===== config.mk =====
export PLATFORM = sky130hd
export DESIGN_NAME = input_mode_sequencer
export DESIGN_NICKNAME = d
export VERILOG_FILES = /design/src/rtl/input_pkg.sv /design/src/rtl/button_debounce.sv /design/src/rtl/input_mode_sequencer.sv
export SDC_FILE = /design/constraint.sdc
export NUM_CORES = 1
export LEC_CHECK = 0
export BUFFER_PORTS_ARGS = -buffer_cell sky130_fd_sc_hd__buf_2
export CORE_MARGIN = 2
export CORE_UTILIZATION = 50
export DETAILED_ROUTE_END_ITERATION = 8
export GPL_TIMING_DRIVEN = 0
export MAX_ROUTING_LAYER = met4
export PLACE_DENSITY = 0.68
export SYNTH_ARGS = -nofsm -noshare
export SYNTH_HDL_FRONTEND = slang
export SYNTH_SLANG_ARGS = --single-unit

===== constraint.sdc =====
create_clock -name sysclk -period 3.1 [get_ports sysclk]
set_clock_uncertainty 0.2 [all_clocks]
set_input_delay 0.155 -clock sysclk [delete_from_list [all_inputs] [get_ports sysclk]]
set_output_delay 0.155 -clock sysclk [all_outputs]
set_load 0.01 [all_outputs]

===== src/rtl/input_pkg.sv =====
// ---------------------------------------------------------------------------
// input_pkg : shared encodings and bus widths for input_mode_sequencer. Rev 1.0
// ---------------------------------------------------------------------------
`default_nettype none

package input_pkg;

  localparam int FUNC_IDX_W = 2;
  localparam int STATE_W    = 3;

  localparam logic [FUNC_IDX_W-1:0] FUNC1 = 2'd0;
  localparam logic [FUNC_IDX_W-1:0] FUNC2 = 2'd1;
  localparam logic [FUNC_IDX_W-1:0] FUNC3 = 2'd2;

  // Bit 2 is the SWITCH flag; the low bits of a FUNCn state are its index.
  localparam logic [STATE_W-1:0] ST_FUNC1  = 3'b000;
  localparam logic [STATE_W-1:0] ST_FUNC2  = 3'b001;
  localparam logic [STATE_W-1:0] ST_FUNC3  = 3'b010;
  localparam logic [STATE_W-1:0] ST_SWITCH = 3'b100;

  localparam int F1_W = 4;
  localparam int F2_W = 4;
  localparam int F3_W = 5;

  localparam int NUM_BTN    = 5;
  localparam int BTN_EAST   = 0;
  localparam int BTN_WEST   = 1;
  localparam int BTN_NORTH  = 2;
  localparam int BTN_SOUTH  = 3;
  localparam int BTN_CHANGE = 4;

  function automatic logic [FUNC_IDX_W-1:0] next_func(input logic [FUNC_IDX_W-1:0] idx);
    return (idx >= FUNC3) ? FUNC1 : idx + 2'd1;
  endfunction

  function automatic logic [STATE_W-1:0] func_state(input logic [FUNC_IDX_W-1:0] idx);
    return {1'b0, idx};
  endfunction

endpackage

`default_nettype wire


===== src/rtl/button_debounce.sv =====
// ---------------------------------------------------------------------------
// button_debounce : 2-flop sync, counter debounce and rising-edge pulse. Rev 1.0
// ---------------------------------------------------------------------------
`default_nettype none

module button_debounce #(
  parameter int DEBOUNCE_CYCLES = 250000
) (
  input  logic sysclk,
  input  logic reset_n,
  input  logic raw,
  output logic pulse,
  output logic level
);

  localparam int                CNT_W   = $clog2(DEBOUNCE_CYCLES + 1);
  localparam logic [CNT_W-1:0]  CNT_MAX = CNT_W'(DEBOUNCE_CYCLES);
  localparam logic [CNT_W-1:0]  CNT_ONE = CNT_W'(1);

  logic             sync1_q;
  logic             sync2_q;
  logic             stable_q;
  logic             stable_d;
  logic             prev_q;
  logic             pulse_q;
  logic [CNT_W-1:0] cnt_q;
  logic [CNT_W-1:0] cnt_d;
  logic [CNT_W-1:0] w_cnt_inc;

  assign w_cnt_inc = cnt_q + CNT_ONE;

  always_comb begin
    stable_d = stable_q;
    cnt_d    = '0;
    if (sync2_q != stable_q) begin
      if (w_cnt_inc == CNT_MAX) begin
        stable_d = sync2_q;
      end else begin
        cnt_d = w_cnt_inc;
      end
    end
  end

  always_ff @(posedge sysclk or negedge reset_n) begin
    if (!reset_n) begin
      sync1_q  <= 1'b0;
      sync2_q  <= 1'b0;
      stable_q <= 1'b0;
      prev_q   <= 1'b0;
      pulse_q  <= 1'b0;
      cnt_q    <= '0;
    end else begin
      sync1_q  <= raw;
      sync2_q  <= sync1_q;
      stable_q <= stable_d;
      cnt_q    <= cnt_d;
      prev_q   <= stable_q;
      pulse_q  <= stable_q & ~prev_q;
    end
  end

  assign pulse = pulse_q;
  assign level = stable_q;

endmodule

`default_nettype wire


===== src/rtl/input_mode_sequencer.sv =====
// ---------------------------------------------------------------------------
// input_mode_sequencer : button front-end and function-select FSM. Rev 1.0
// ---------------------------------------------------------------------------
`default_nettype none

module input_mode_sequencer
  import input_pkg::*;
#(
  parameter int DEBOUNCE_CYCLES = 250000,
  parameter int GUARD_CYCLES    = 16,
  parameter int INIT_FUNC       = 0
) (
  input  logic            sysclk,
  input  logic            reset_n,
  input  logic            East,
  input  logic            West,
  input  logic            North,
  input  logic            South,
  input  logic            change,
  input  logic [3:0]      SW,
  output logic [1:0]      func_index,
  output logic [F1_W-1:0] func1_instruction,
  output logic [F2_W-1:0] func2_instruction,
  output logic [F3_W-1:0] func3_instruction,
  output logic            soft_reset,
  output logic            busy
);

  localparam logic [FUNC_IDX_W-1:0] INIT_IDX   = FUNC_IDX_W'(INIT_FUNC);
  localparam logic [STATE_W-1:0]    INIT_STATE = func_state(INIT_IDX);
  localparam logic [7:0]            GUARD_INIT = 8'(GUARD_CYCLES);

  logic [NUM_BTN-1:0] w_btn_raw;
  logic [NUM_BTN-1:0] w_btn_pulse;
  logic [NUM_BTN-1:0] w_btn_level_unused;

  assign w_btn_raw = {change, South, North, West, East};

  for (genvar gi = 0; gi < NUM_BTN; gi++) begin : g_btn
    button_debounce #(
      .DEBOUNCE_CYCLES(DEBOUNCE_CYCLES)
    ) u_debounce (
      .sysclk  (sysclk),
      .reset_n (reset_n),
      .raw     (w_btn_raw[gi]),
      .pulse   (w_btn_pulse[gi]),
      .level   (w_btn_level_unused[gi])
    );
  end

  logic w_e, w_w, w_n, w_s, w_chg;
  assign w_e   = w_btn_pulse[BTN_EAST];
  assign w_w   = w_btn_pulse[BTN_WEST];
  assign w_n   = w_btn_pulse[BTN_NORTH];
  assign w_s   = w_btn_pulse[BTN_SOUTH];
  assign w_chg = w_btn_pulse[BTN_CHANGE];

  // Switches are level signals: synchronised only, never debounced.
  logic [3:0] sw_s1_q;
  logic [3:0] sw_s2_q;
  logic       soft_reset_q;

  always_ff @(posedge sysclk or negedge reset_n) begin
    if (!reset_n) begin
      sw_s1_q      <= '0;
      sw_s2_q      <= '0;
      soft_reset_q <= 1'b0;
    end else begin
      sw_s1_q      <= SW;
      sw_s2_q      <= sw_s1_q;
      soft_reset_q <= sw_s2_q[0];
    end
  end

  logic [STATE_W-1:0]    state_q, state_d;
  logic [FUNC_IDX_W-1:0] func_index_q, func_index_d;
  logic [7:0]            guard_q, guard_d;
  logic [7:0]            w_guard_dec;
  logic [F1_W-1:0]       f1_q, f1_d;
  logic [F2_W-1:0]       f2_q, f2_d;
  logic [F3_W-1:0]       f3_q, f3_d;

  assign w_guard_dec = guard_q - 8'd1;

  always_ff @(posedge sysclk or negedge reset_n) begin
    if (!reset_n) begin
      state_q      <= INIT_STATE;
      func_index_q <= INIT_IDX;
      guard_q      <= '0;
      f1_q         <= '0;
      f2_q         <= '0;
      f3_q         <= '0;
    end else begin
      state_q      <= state_d;
      func_index_q <= func_index_d;
      guard_q      <= guard_d;
      f1_q         <= f1_d;
      f2_q         <= f2_d;
      f3_q         <= f3_d;
    end
  end

  // func_index already holds the target while switching.
  always_comb begin
    state_d      = state_q;
    func_index_d = func_index_q;
    guard_d      = guard_q;
    case (state_q)
      ST_SWITCH: begin
        guard_d = w_guard_dec;
        if (w_guard_dec == 8'd0) begin
          state_d = func_state(func_index_q);
        end
      end
      default: begin
        if (w_chg) begin
          func_index_d = next_func(state_q[FUNC_IDX_W-1:0]);
          guard_d      = GUARD_INIT;
          state_d      = ST_SWITCH;
        end
      end
    endcase
  end

  // A command arriving with the change pulse is dropped.
  always_comb begin
    f1_d = '0;
    f2_d = '0;
    f3_d = '0;
    if (!w_chg) begin
      case (state_q)
        ST_FUNC1: f1_d = {sw_s2_q[3], sw_s2_q[2], sw_s2_q[1], w_e};
        ST_FUNC2: f2_d = {w_e, w_w, w_n, w_s};
        ST_FUNC3: f3_d = {w_e, w_w, w_n, w_s, sw_s2_q[3]};
        default: ;
      endcase
    end
  end

  assign func_index        = func_index_q;
  assign func1_instruction = f1_q;
  assign func2_instruction = f2_q;
  assign func3_instruction = f3_q;
  assign soft_reset        = soft_reset_q;
  assign busy              = (state_q == ST_SWITCH);

endmodule

`default_nettype wire

==> reports/results.md, run 1 <==
| Stage | Result | Reported |
| --- | --- | --- |
| global route | Via count of the first global-routing pass | 5377 |
| global route | Most congested layer reported by global routing | met2 |
| synth | Yosys Warn Count | 0 |
| setup path | Ordered list of cells on the worst path | ha_1, nand3_1, or4_1, o211ai_1, nand4_1, o31ai_4, buf_6, nor2_1 |
| floorplan | Height of the die | 124 um |
| sta | Total count of hold-check failures in the final report | 0 |
| synth | Most frequent cell after synthesis | dfrtp_1 |
| floorplan | Ports | 28 |
| finish | Share of final-layout standard cells stronger than drive strength 1 | 0.120 |
| detailed routing | Vias per Instance | 5.45 |
| sta | Final critical delay including setup and external delays | 2.84 ns |
| synth | Proportion of register bits with asynchronous set or reset after synthesis | 1.00 |
| synth | Commonest cells post-synth | 150 x dfrtp_1, 113 x nor2_1, 53 x xnor2_1 |
| synth | Per-instance average area after synthesis | 10.3 um^2 |
| detailed routing | Iteration-0 DRC Markers | 229 |
| synth | Yosys cell types | 65 |
| clock tree | Count of instances resized after the clock tree is built | 0 |
| sta | Max-Slew Margin vs Limit | 0.508 |
| global route | Routing usage on met1 | 0.243 |
| placement | Post-detail-place hpwl | 9090 um |
| synth | Area of the mapped netlist | 0.00725 mm^2 |
| global route | Met3 routing resource usage after global routing | 0.0567 |
| finish | Antenna Cells | 0 |
| sta | Worst Slack Setup Final | 0.256 ns |
| detailed routing | Final ANT Viol Nets | 0 |
| global route | Final global-route overflow total | 0 |
| finish | Number of fill cells in the layout | 1227 |
| setup path | Critical Path End Type | flop |
| floorplan | CORE AREA | 0.0144 mm^2 |
| clock tree | Clock slew seen by the registers of the worst setup and hold paths | 0.06 ns |
| clock tree | Clock sink count | 150 |
| placement | Post-DP Area | 0.00765 mm^2 |
| finish | Multi-input gate area in the final layout | 0.00330 mm^2 |
| placement | Routability-driven placement congestion ratio | 0.838 |
| synth | Most used flip-flop cell after synthesis | dfrtp_1 |
| setup path | Critical path launch point type | flop |
| sta | Peak clock frequency supported by timing | 0.352 GHz |
| power and ir drop | Static leakage power | 3.64 nW |
| setup path | Critical path's slowest cell | or4_1 |
| clock tree | Worst-skew pair later-pin latency | 0.43 ns |
| synth | Post-synth top area cell | dfrtp_1 |
| global route | Global-route wire length before repair | 24200 um |
| clock tree | Maximum root-to-sink buffer count | 2 |
| clock tree | Number of H-tree levels | 4 |
| finish | Sequential standard cell area | 0.00375 mm^2 |
| setup path | Required time at the endpoint of the critical path | 3.22 ns |
| floorplan | Effective utilization at floorplan | 0.505 |
| synth | Sequential element share of the synthesized area | 0.517 |
| sta | Final period util | 0.917 |
| global route | Maximum number of pins on one net before global-route repair | 78 |
| finish | Summed area of non-filler cells in the final layout | 0.00834 mm^2 |
| clock tree | Master cell of the clock root buffer | clkbuf_16 |
| global route | Number of antenna violations at the first check in global routing | 0 |
| detailed routing | Avg WL per Cell | 13.9 um |
| placement | Number of buffer cells added on primary ports | 27 |
| finish | Nets | 780 |
| job | Max-cap violation count | 0 |
| synth | Number of storage elements in the synthesis netlist | 150 |
| detailed routing | Router iterations before antenna repair | 4 |
| global route | Global Route met2 Usage | 0.304 |
| setup path | CP max FO | 10 |
| power and ir drop | Power Total | 4.17 mW |
| sta | Final setup vio count | 0 |
| detailed routing | Remaining routing DRC violations | 0 |
| placement | Post-Place Setup Slack | 0.266 ns |
| sta | Setup repair after global routing missed its margin | no |
| floorplan | Die Width | 124 um |
| sta | Actual transition at the worst max-transition pin | 0.727 ns |
| global route | Global router's overall resource usage | 0.196 |
| synth | Cell count after synthesis | 705 |
| status | Run status | completed |
| synth | Top area cells in the synthesized netlist | dfrtp_1 52%, xnor2_1 6.4%, nor2_1 5.8% |
| clock tree | Post-CTS Setup Bufs | 0 |
| floorplan | Rows | 44 |
| detailed routing | Total number of vias | 5225 |
| hold path | Worst min-delay path category | in2async |
| synth | Number of flops mapped to enable cells by yosys | 0 |
| detailed routing | Total wire length | 13400 um |
| finish | P&R area growth vs syn | 14.9% |
| synth | Yosys top cell area share | 0.517 |
| floorplan | Area of the die | 0.0155 mm^2 |
| setup path | WS Path Type | reg2reg |
| synth | Synth Net Count | 723 |
| setup path | Arrival time at the worst endpoint | 2.96 ns |
| clock tree | TritonCTS clock tree | done |
| sta | Slew Viols, Final | 0 |
| clock tree | CTS buffer count | 17 |
| power and ir drop | Total power divided by cell area | 500 mW/mm^2 |
| setup path | Delay of the slowest critical-path stage | 0.56 ns |
| power and ir drop | IR Drop Worst-Case VDD | 0.000438 V |
layout make-up:
cell class                 count  area share
sequential                   150       0.450
multi-input combinational    514       0.396
clock buffer                  21      0.0552
timing repair buffer          38      0.0323
tap                          184      0.0276
clock inverter                10      0.0149
buffer                        20      0.0143
inverter                      21     0.00945
repair_timing:
action,in CTS,in global routing
hold buffers,10,0
endpoints found under the setup margin,0,0
endpoints found under the hold margin,82,0
critical path, delay by kind of cell, from the launching register on:
family / cells / cell delay [ns]
DFF: 1 / 0.47
and+or+nand+nor: 4 / 1.06
AOI/OAI and AO/OA: 2 / 0.48
buffers and inverters: 1 / 0.20
adders and majority gates: 1 / 0.30
metal layers:
metal	up-vias	part of all wire
li1	2576	-
met1	2537	0.46
met2	85	0.48
met3	27	0.034
met4	0	0.021
met5	-	0
registers in the layout, summed over array words and instances, names as in the netlist, 5 cells and up:
signal	cells
g_btn.u_debounce.level	5
g_btn.u_debounce.sync2_q	5
func3_instruction	5
g_btn.u_debounce.prev_q	5
g_btn.u_debounce.pulse	5
g_btn.u_debounce.cnt_q	90
g_btn.u_debounce.sync1_q	5
guard_q	8
report_power, final:
group / switching [mW] / total [mW] / internal (mW)
clock network: 0.790 / 2.02 / 1.23
registers: 0.0307 / 2.02 / 1.99
logic: 0.0819 / 0.130 / 0.0484
total: 0.902 / 4.17 / 3.26
per-stage QoR:
| step | hold WS [ns] | util | instances | TNS [ns] |
|---|---|---|---|---|
| after floorplan | -0.341 | - | 705 | 0 |
| after CTS | 0.142 | 0.580 | 958 | 0 |
| after detailed placement | 0.0239 | 0.533 | 917 | 0 |
| after global routing | 0.153 | 0.580 | 958 | 0 |
| final | 0.115 | 0.580 | 958 | 0 |
| after global placement | 0.0636 | 0.530 | 916 | -52.02 |
cell families after synthesis:
family,Yosys count,synth area share
AND/OR/NAND/NOR,341,0.248
flip-flops,150,0.517
XOR/XNOR,91,0.110
AO/OA/AOI/OAI,64,0.0693
buffers and inverters,41,0.0272
multiplexers,11,0.0164
adder cells (fa/ha/maj),7,0.0121
cells in the final DEF, fill, tap and decap left out, types with 4 or more instances in the layout:
| cell | count |
|---|---|
| or4_1 | 4 |
| xor2_1 | 38 |
| buf_6 | 5 |
| clkbuf_1 | 9 |
| a211o_1 | 4 |
| inv_1 | 20 |
| nor4_1 | 15 |
| clkbuf_16 | 17 |
| mux2_2 | 7 |
| o31ai_1 | 4 |
| a21oi_1 | 14 |
| buf_2 | 30 |
| nand3_1 | 37 |
| nand2_1 | 42 |
| nor4b_1 | 6 |
| nor3_1 | 17 |
| nor2_1 | 113 |
| ha_1 | 7 |
| dfrtp_1 | 150 |
| o21ai_0 | 12 |
| and2_1 | 16 |
| and3_1 | 15 |
| xnor2_1 | 53 |
| clkinv_4 | 4 |
| mux2i_1 | 4 |
| and4_1 | 6 |
| o211ai_1 | 4 |
| nor3b_1 | 5 |
| nor2b_1 | 13 |
| nand4_1 | 27 |
| dlygate4sd3_1 | 10 |
final timing paths:
kind                                                        startpoint                                       to  slack (ns)  cells after the start
worst min register to register   g_btn[3].u_debounce.sync1_q$_DFF_PN0_    g_btn[3].u_debounce.sync2_q$_DFF_PN0_        0.15                      0
worst max-delay path            g_btn[3].u_debounce.cnt_q[0]$_DFF_PN0_  g_btn[3].u_debounce.cnt_q[11]$_DFF_PN0_        0.26                      8
max in group asynchronous                                      reset_n   g_btn[0].u_debounce.cnt_q[7]$_DFF_PN0_        1.80                      3
min in group sysclk              g_btn[3].u_debounce.sync1_q$_DFF_PN0_    g_btn[3].u_debounce.sync2_q$_DFF_PN0_        0.15                      0
worst max register to register  g_btn[3].u_debounce.cnt_q[0]$_DFF_PN0_  g_btn[3].u_debounce.cnt_q[11]$_DFF_PN0_        0.26                      8
worst min-delay path                                           reset_n                     sw_s2_q[2]$_DFF_PN0_        0.12                      2
Power figures use the tool's default switching activity.
==> run 2, diff against run 1 <==
--- a/config.mk
+++ b/config.mk
@@ -11,7 +11,7 @@
 export DETAILED_ROUTE_END_ITERATION = 8
 export GPL_TIMING_DRIVEN = 0
 export MAX_ROUTING_LAYER = met4
-export PLACE_DENSITY = 0.68
+export PLACE_DENSITY = 0.67
 export SYNTH_ARGS = -nofsm -noshare
 export SYNTH_HDL_FRONTEND = slang
 export SYNTH_SLANG_ARGS = --single-unit
==> run 2 against run 1 <==
  * Sequential share of layout area is 0.15 points lower
  * Clock power increased by 5%
  * Maximum frequency decreased by 2.3%
  * Sequential power barely moved
  * Combinational power about the same
  * Largest power group is now clock
  * Cell count is 0.10% higher
  * Worst setup slack worse by 0.068 ns
==> reports/results.md, run 2 (same netlist as run 1, synthesis figures left out) <==
| Stage | Result | Reported |
| --- | --- | --- |
| status | Run status | completed |
| power and ir drop | Total power divided by cell area | 512 mW/mm^2 |
| finish | Leading cell type in the layout, fill and taps excluded | dfrtp_1 |
| clock tree | Post-CTS Setup Bufs | 0 |
| finish | Multi-input gate area in the final layout | 0.00330 mm^2 |
| clock tree | Clock slew seen by the registers of the worst setup and hold paths | 0.06 ns |
| finish | Number of fill cells in the layout | 1240 |
| detailed routing | Remaining routing DRC violations | 0 |
| floorplan | Area of the die | 0.0155 mm^2 |
| floorplan | CORE AREA | 0.0144 mm^2 |
| clock tree | Number of H-tree levels | 4 |
| setup path | Required time at the endpoint of the critical path | 3.21 ns |
| setup path | Critical Path Start | g_btn[3].u_debounce.cnt_q[0]$_DFF_PN0_ |
| power and ir drop | Fraction of power consumed by combinational cells | 0.031 |
| floorplan | Ports | 28 |
| detailed routing | Total wire length | 13600 um |
| sta | Total count of hold-check failures in the final report | 0 |
| setup path | Critical path's slowest cell | or4_1 |
| power and ir drop | Net switching fraction of the power | 0.209 |
| global route | Global router's overall resource usage | 0.193 |
| floorplan | Rows | 44 |
| sta | Slew Viols, Final | 0 |
| setup path | Arrival time at the worst endpoint | 3.02 ns |
| detailed routing | Iteration-0 DRC Markers | 278 |
| power and ir drop | Portion of total power attributed to sequential cells | 0.472 |
| setup path | Delay of the slowest critical-path stage | 0.56 ns |
| global route | Via count of the first global-routing pass | 5147 |
| clock tree | Worst-skew pair later-pin latency | 0.42 ns |
| finish | Summed area of non-filler cells in the final layout | 0.00837 mm^2 |
| finish | Register name with the most flops | g_btn.u_debounce.cnt_q |
| finish | Registers with the most flip-flops | g_btn.u_debounce.cnt_q x90, guard_q x8 |
| placement | Number of buffer cells added on primary ports | 27 |
| finish | Nets | 780 |
| finish | Share of final-layout standard cells stronger than drive strength 1 | 0.120 |
| detailed routing | Final ANT Viol Nets | 0 |
| finish | P&R area growth vs syn | 15.3% |
| clock tree | Hold buffers post-CTS | 10 |
| power and ir drop | Clock Power Share | 0.498 |
| placement | Routability-driven placement congestion ratio | 0.917 |
| detailed routing | Total number of vias | 5226 |
| finish | Sequential standard cell area | 0.00375 mm^2 |
| global route | Maximum number of pins on one net before global-route repair | 82 |
| clock tree | Count of instances resized after the clock tree is built | 0 |
| sta | Max-Slew Margin vs Limit | 0.514 |
| floorplan | Die Width | 124 um |
| power and ir drop | Internal power component | 3.39 mW |
| clock tree | CTS buffer count | 17 |
| clock tree | Maximum root-to-sink buffer count | 2 |
| placement | Post-detail-place hpwl | 9160 um |
| finish | Leading cell types in the layout, fill and taps excluded | 150 x dfrtp_1, 113 x nor2_1, 53 x xnor2_1 |
| power and ir drop | Static leakage power | 3.66 nW |
| finish | Antenna Cells | 0 |
| finish | Final design utilization | 0.582 |
| global route | Number of antenna violations at the first check in global routing | 0 |
| clock tree | TritonCTS clock tree | done |
| sta | Setup repair after global routing missed its margin | no |
| sta | Final period util | 0.939 |
| clock tree | Master cell of the clock root buffer | clkbuf_16 |
| sta | Final critical delay including setup and external delays | 2.91 ns |
| detailed routing | Router iterations before antenna repair | 5 |
| detailed routing | Vias per Instance | 5.45 |
| clock tree | Clock sink count | 150 |
| sta | Actual transition at the worst max-transition pin | 0.719 ns |
| setup path | WS Path Type | reg2reg |
| sta | Final setup vio count | 0 |
| setup path | Critical path launch point type | flop |
| sta | Peak clock frequency supported by timing | 0.343 GHz |
| power and ir drop | IR Drop Worst-Case VDD | 0.000377 V |
| floorplan | Height of the die | 124 um |
| setup path | CP max FO | 10 |
| detailed routing | Avg WL per Cell | 14.1 um |
| hold path | Worst min-delay path category | in2async |
| job | Max-cap violation count | 0 |
| finish | Max reg flops | 90 |
| placement | Post-DP Area | 0.00765 mm^2 |
| power and ir drop | Switching power total | 0.897 mW |
| floorplan | Effective utilization at floorplan | 0.505 |
| setup path | Ordered list of cells on the worst path | ha_1, nand3_1, or4_1, o211ai_1, nand4_1, o31ai_4, buf_6, nor2_1 |
| global route | Global-route wire length before repair | 23900 um |
| setup path | Critical Path End Type | flop |
| global route | Final global-route overflow total | 0 |
| setup path | FF-to-FF Start | g_btn[3].u_debounce.cnt_q[0]$_DFF_PN0_ |
-- run 2: changes by cell type in the layout (fill, tap and decap cells not counted) --
cell       change
bufinv_16      +1
clkbuf_1       +1
clkbuf_8       +2
clkinv_2       +2
clkinv_4       -4
inv_6          -1
-- run 2: layout make-up --
type	count	share of cell area
flip-flops and latches	150	0.449
multi-input cells	514	0.395
clock buffers	24	0.0588
repair buffers	38	0.0322
well taps	184	0.0275
clock inverters	8	0.0144
plain buffers	20	0.0142
inverters	21	0.00942
-- run 2: final timing paths --
kind | endpoint | slack [ns] | cells after the start
min reg2reg | g_btn[3].u_debounce.sync2_q$_DFF_PN0_ | 0.15 | 0
min in group sysclk | g_btn[3].u_debounce.sync2_q$_DFF_PN0_ | 0.15 | 0
max | g_btn[3].u_debounce.cnt_q[11]$_DFF_PN0_ | 0.19 | 8
max in group asynchronous | g_btn[0].u_debounce.sync2_q$_DFF_PN0_ | 1.79 | 3
min | guard_q[5]$_DFFE_PN0P_ | 0.1 | 2
max reg2reg | g_btn[3].u_debounce.cnt_q[11]$_DFF_PN0_ | 0.19 | 8
-- run 2: power by group through the flow --
| stage | sequential (mW) | clock, mW | combinational (mW) |
|---|---|---|---|
| final | 2.02 | 2.13 | 0.131 |
| after global routing | 2.02 | 2.27 | 0.153 |
| after CTS | 2.02 | 2.18 | 0.137 |
| after detailed placement | 2.05 | 0 | 0.126 |
| after global placement | 2.05 | 0 | 0.118 |
| after floorplan | 2.05 | 0 | 0.0580 |
-- run 2: per-layer routing --
metal	vias to the layer above	GRT usage	part of all wire
li1	2572	-	-
met1	2547	0.245	0.47
met2	92	0.303	0.48
met3	15	0.0584	0.039
met4	0	0.0549	0.011
met5	-	-	0
-- run 2: worst max-delay path, delay by kind of cell (launching register included) --
family | cells | cell delay, ns
adder cells (fa/ha/maj) | 1 | 0.31
AO/OA/AOI/OAI | 2 | 0.51
flip-flops | 1 | 0.48
buffers and inverters | 1 | 0.20
AND/OR/NAND/NOR | 4 | 1.09
-- run 2: stage by stage --
step / setup slack [ns] / power [mW] / hold WS (ns) / setup TNS, ns / instances
after floorplan: 0.609 / 2.11 / -0.341 / 0 / 705
after global routing: 0.0442 / 4.44 / 0.152 / 0 / 959
after global placement: -0.411 / 2.17 / 0.0635 / -60.13 / 916
after detailed placement: 0.232 / 2.18 / 0.00415 / 0 / 917
final: 0.189 / 4.28 / 0.0987 / 0 / 959
after CTS: 0.176 / 4.33 / 0.124 / 0 / 959
==> run 3, diff against run 2 <==
--- a/config.mk
+++ b/config.mk
@@ -6,12 +6,15 @@
 export NUM_CORES = 1
 export LEC_CHECK = 0
 export BUFFER_PORTS_ARGS = -buffer_cell sky130_fd_sc_hd__buf_2
+export CORE_ASPECT_RATIO = 1.5
 export CORE_MARGIN = 2
 export CORE_UTILIZATION = 50
 export DETAILED_ROUTE_END_ITERATION = 8
 export GPL_TIMING_DRIVEN = 0
 export MAX_ROUTING_LAYER = met4
 export PLACE_DENSITY = 0.67
+export SKIP_LAST_GASP = 1
+export SLEW_MARGIN = 10
 export SYNTH_ARGS = -nofsm -noshare
 export SYNTH_HDL_FRONTEND = slang
 export SYNTH_SLANG_ARGS = --single-unit
==> run 3 against run 2 <==
  * First-iteration DRC count is 19% lower
  * Worst setup slack better by 0.041 ns
  * Sequential share of layout area is 0.074 points lower
  * Clock power hardly changed
  * Global-route usage is 0.16 points higher
  * Highest routed layer unchanged
==> reports/results.md, run 3 (same netlist as run 1, synthesis figures left out) <==
| Stage | Result | Reported |
| --- | --- | --- |
| status | Run status | completed |
| sta | Slew Viols, Final | 0 |
| detailed routing | Remaining routing DRC violations | 0 |
| detailed routing | Final ANT Viol Nets | 0 |
| clock tree | Number of H-tree levels | 4 |
| sta | Max-Slew Margin vs Limit | 0.518 |
| floorplan | Area of the die | 0.0155 mm^2 |
| global route | Global router's overall resource usage | 0.195 |
| clock tree | CTS buffer count | 17 |
| finish | Leading cell types in the layout, fill and taps excluded | 150 x dfrtp_1, 113 x nor2_1, 53 x xnor2_1 |
| detailed routing | Total number of vias | 5244 |
| finish | Antenna Cells | 0 |
| sta | Final setup vio count | 0 |
| detailed routing | Avg WL per Cell | 13.9 um |
| power and ir drop | Static leakage power | 3.66 nW |
| detailed routing | Router iterations before antenna repair | 4 |
| clock tree | TritonCTS clock tree | done |
| placement | Post-Place Setup Slack | 0.224 ns |
| power and ir drop | IR Drop Worst-Case VDD | 0.000351 V |
| placement | Routability-driven placement congestion ratio | 0.874 |
| placement | Placed cell count | 925 |
| floorplan | Height of the die | 152 um |
| placement | Post-detail-place hpwl | 9420 um |
| detailed routing | Vias per Instance | 5.43 |
| floorplan | Ports | 28 |
| finish | Non-filler instance count after layout | 965 |
| floorplan | CORE AREA | 0.0141 mm^2 |
| finish | Summed area of non-filler cells in the final layout | 0.00838 mm^2 |
| finish | Final design utilization | 0.593 |
| clock tree | Maximum root-to-sink buffer count | 2 |
| setup path | CP max FO | 10 |
| setup path | Reg-to-reg setup timing slack | 0.23 ns |
| finish | Share of final-layout standard cells stronger than drive strength 1 | 0.119 |
| setup path | Reg2reg end | g_btn[3].u_debounce.cnt_q[5]$_DFF_PN0_ |
| finish | Nets | 780 |
| placement | Post-DP Area | 0.00767 mm^2 |
| global route | Number of antenna violations at the first check in global routing | 0 |
| sta | Final critical delay including setup and external delays | 2.87 ns |
| setup path | Arrival time at the worst endpoint | 2.97 ns |
| floorplan | Effective utilization at floorplan | 0.514 |
| setup path | FF-to-FF path depth | 8 |
| job | Max-cap violation count | 0 |
| clock tree | Master cell of the clock root buffer | clkbuf_16 |
| detailed routing | Iteration-0 DRC Markers | 226 |
| global route | Global-route wire length before repair | 23200 um |
| finish | Leading cell type in the layout, fill and taps excluded | dfrtp_1 |
| sta | Final period util | 0.926 |
| global route | Maximum number of pins on one net before global-route repair | 97 |
| setup path | Required time at the endpoint of the critical path | 3.20 ns |
| setup path | WS Path Type | reg2reg |
| detailed routing | Total wire length | 13400 um |
| finish | Max reg flops | 90 |
| sta | Actual transition at the worst max-transition pin | 0.713 ns |
| setup path | FF-to-FF Start | g_btn[3].u_debounce.cnt_q[0]$_DFF_PN0_ |
| sta | Worst Slack Setup Final | 0.230 ns |
| power and ir drop | Total power divided by cell area | 510 mW/mm^2 |
| placement | Number of buffer cells added on primary ports | 27 |
| sta | Peak clock frequency supported by timing | 0.348 GHz |
| finish | Registers with the most flip-flops | g_btn.u_debounce.cnt_q x90, guard_q x8 |
| finish | P&R area growth vs syn | 15.5% |
| global route | Via count of the first global-routing pass | 5142 |
| clock tree | Clock slew seen by the registers of the worst setup and hold paths | 0.06 ns |
| sta | Total count of hold-check failures in the final report | 0 |
| clock tree | Post-CTS Setup Bufs | 0 |
| hold path | Worst min-delay path category | in2async |
| finish | Register name with the most flops | g_btn.u_debounce.cnt_q |
| sta | Setup repair after global routing missed its margin | no |
| clock tree | Worst-skew pair later-pin latency | 0.41 ns |
| floorplan | Rows | 53 |
| floorplan | Die Width | 102 um |
| setup path | Critical path launch point type | flop |
| global route | Final global-route overflow total | 0 |
| setup path | Critical Path End Type | flop |
| clock tree | Clock sink count | 150 |
run 3: per-layer routing:
metal / share of wire / up-vias / track usage
li1: - / 2576 / -
met1: 0.44 / 2542 / 0.227
met2: 0.51 / 101 / 0.319
met3: 0.032 / 25 / 0.0500
met4: 0.022 / 0 / 0.0840
met5: 0 / - / -
run 3: how the worst max path moves through the flow:
stage / end / slack (ns) / from
6_report: g_btn[3].u_debounce.cnt_q[5]$_DFF_PN0_ / 0.23 / g_btn[3].u_debounce.cnt_q[0]$_DFF_PN0_
3_5_place_dp: g_btn[3].u_debounce.cnt_q[5]$_DFF_PN0_ / 0.22 / g_btn[3].u_debounce.cnt_q[0]$_DFF_PN0_
3_3_place_gp: g_btn[2].u_debounce.cnt_q[1]$_DFF_PN0_ / -0.43 / reset_n
2_1_floorplan: g_btn[3].u_debounce.cnt_q[0]$_DFF_PN0_ / 0.61 / g_btn[3].u_debounce.cnt_q[0]$_DFF_PN0_
4_1_cts: g_btn[3].u_debounce.cnt_q[5]$_DFF_PN0_ / 0.19 / g_btn[3].u_debounce.cnt_q[0]$_DFF_PN0_
5_1_grt: g_btn[3].u_debounce.cnt_q[14]$_DFF_PN0_ / 0.05 / g_btn[3].u_debounce.cnt_q[0]$_DFF_PN0_
run 3: final cells by class:
class / count / area [um^2]
Clock inverter: 9 / 151
Sequential cell: 150 / 3750
Timing Repair Buffer: 38 / 273
Inverter: 21 / 78.8
Fill cell: 1207 / 5750
Buffer: 20 / 119
Multi-Input combinational cell: 514 / 3300
Clock buffer: 21 / 460
Tap cell: 192 / 240
run 3: where the power goes:
group          internal [mW]  switching (mW)  total (mW)
combinational         0.0489          0.0826       0.131
clock                   1.38           0.743        2.12
sequential              1.99          0.0308        2.02
total                   3.41           0.857        4.27
run 3: what timing repair did:
action,CTS,global route
gates resized for setup,0,0
endpoints found under the setup margin,0,0
endpoints found under the hold margin,159,0
hold buffers,10,0
run 3: per-stage QoR:
| step | hold WS, ns | TNS, ns | total power [mW] |
|---|---|---|---|
| detailed placement | -0.0998 | 0 | 2.18 |
| floorplan | -0.341 | 0 | 2.11 |
| CTS | 0.0505 | 0 | 4.34 |
| global route | 0.0658 | 0 | 4.45 |
| finish | 0.0565 | 0 | 4.27 |
| global placement | 0.0630 | -62.54 | 2.17 |
run 3: critical path, stage by stage (launching register included):
cell and delay (ns):
dfrtp_1 0.47, ha_1 0.29, nand3_1 0.24, or4_1 0.55, o211ai_1 0.13, nand4_1 0.21
o31ai_4 0.40, buf_6 0.21, nor2_1 0.06
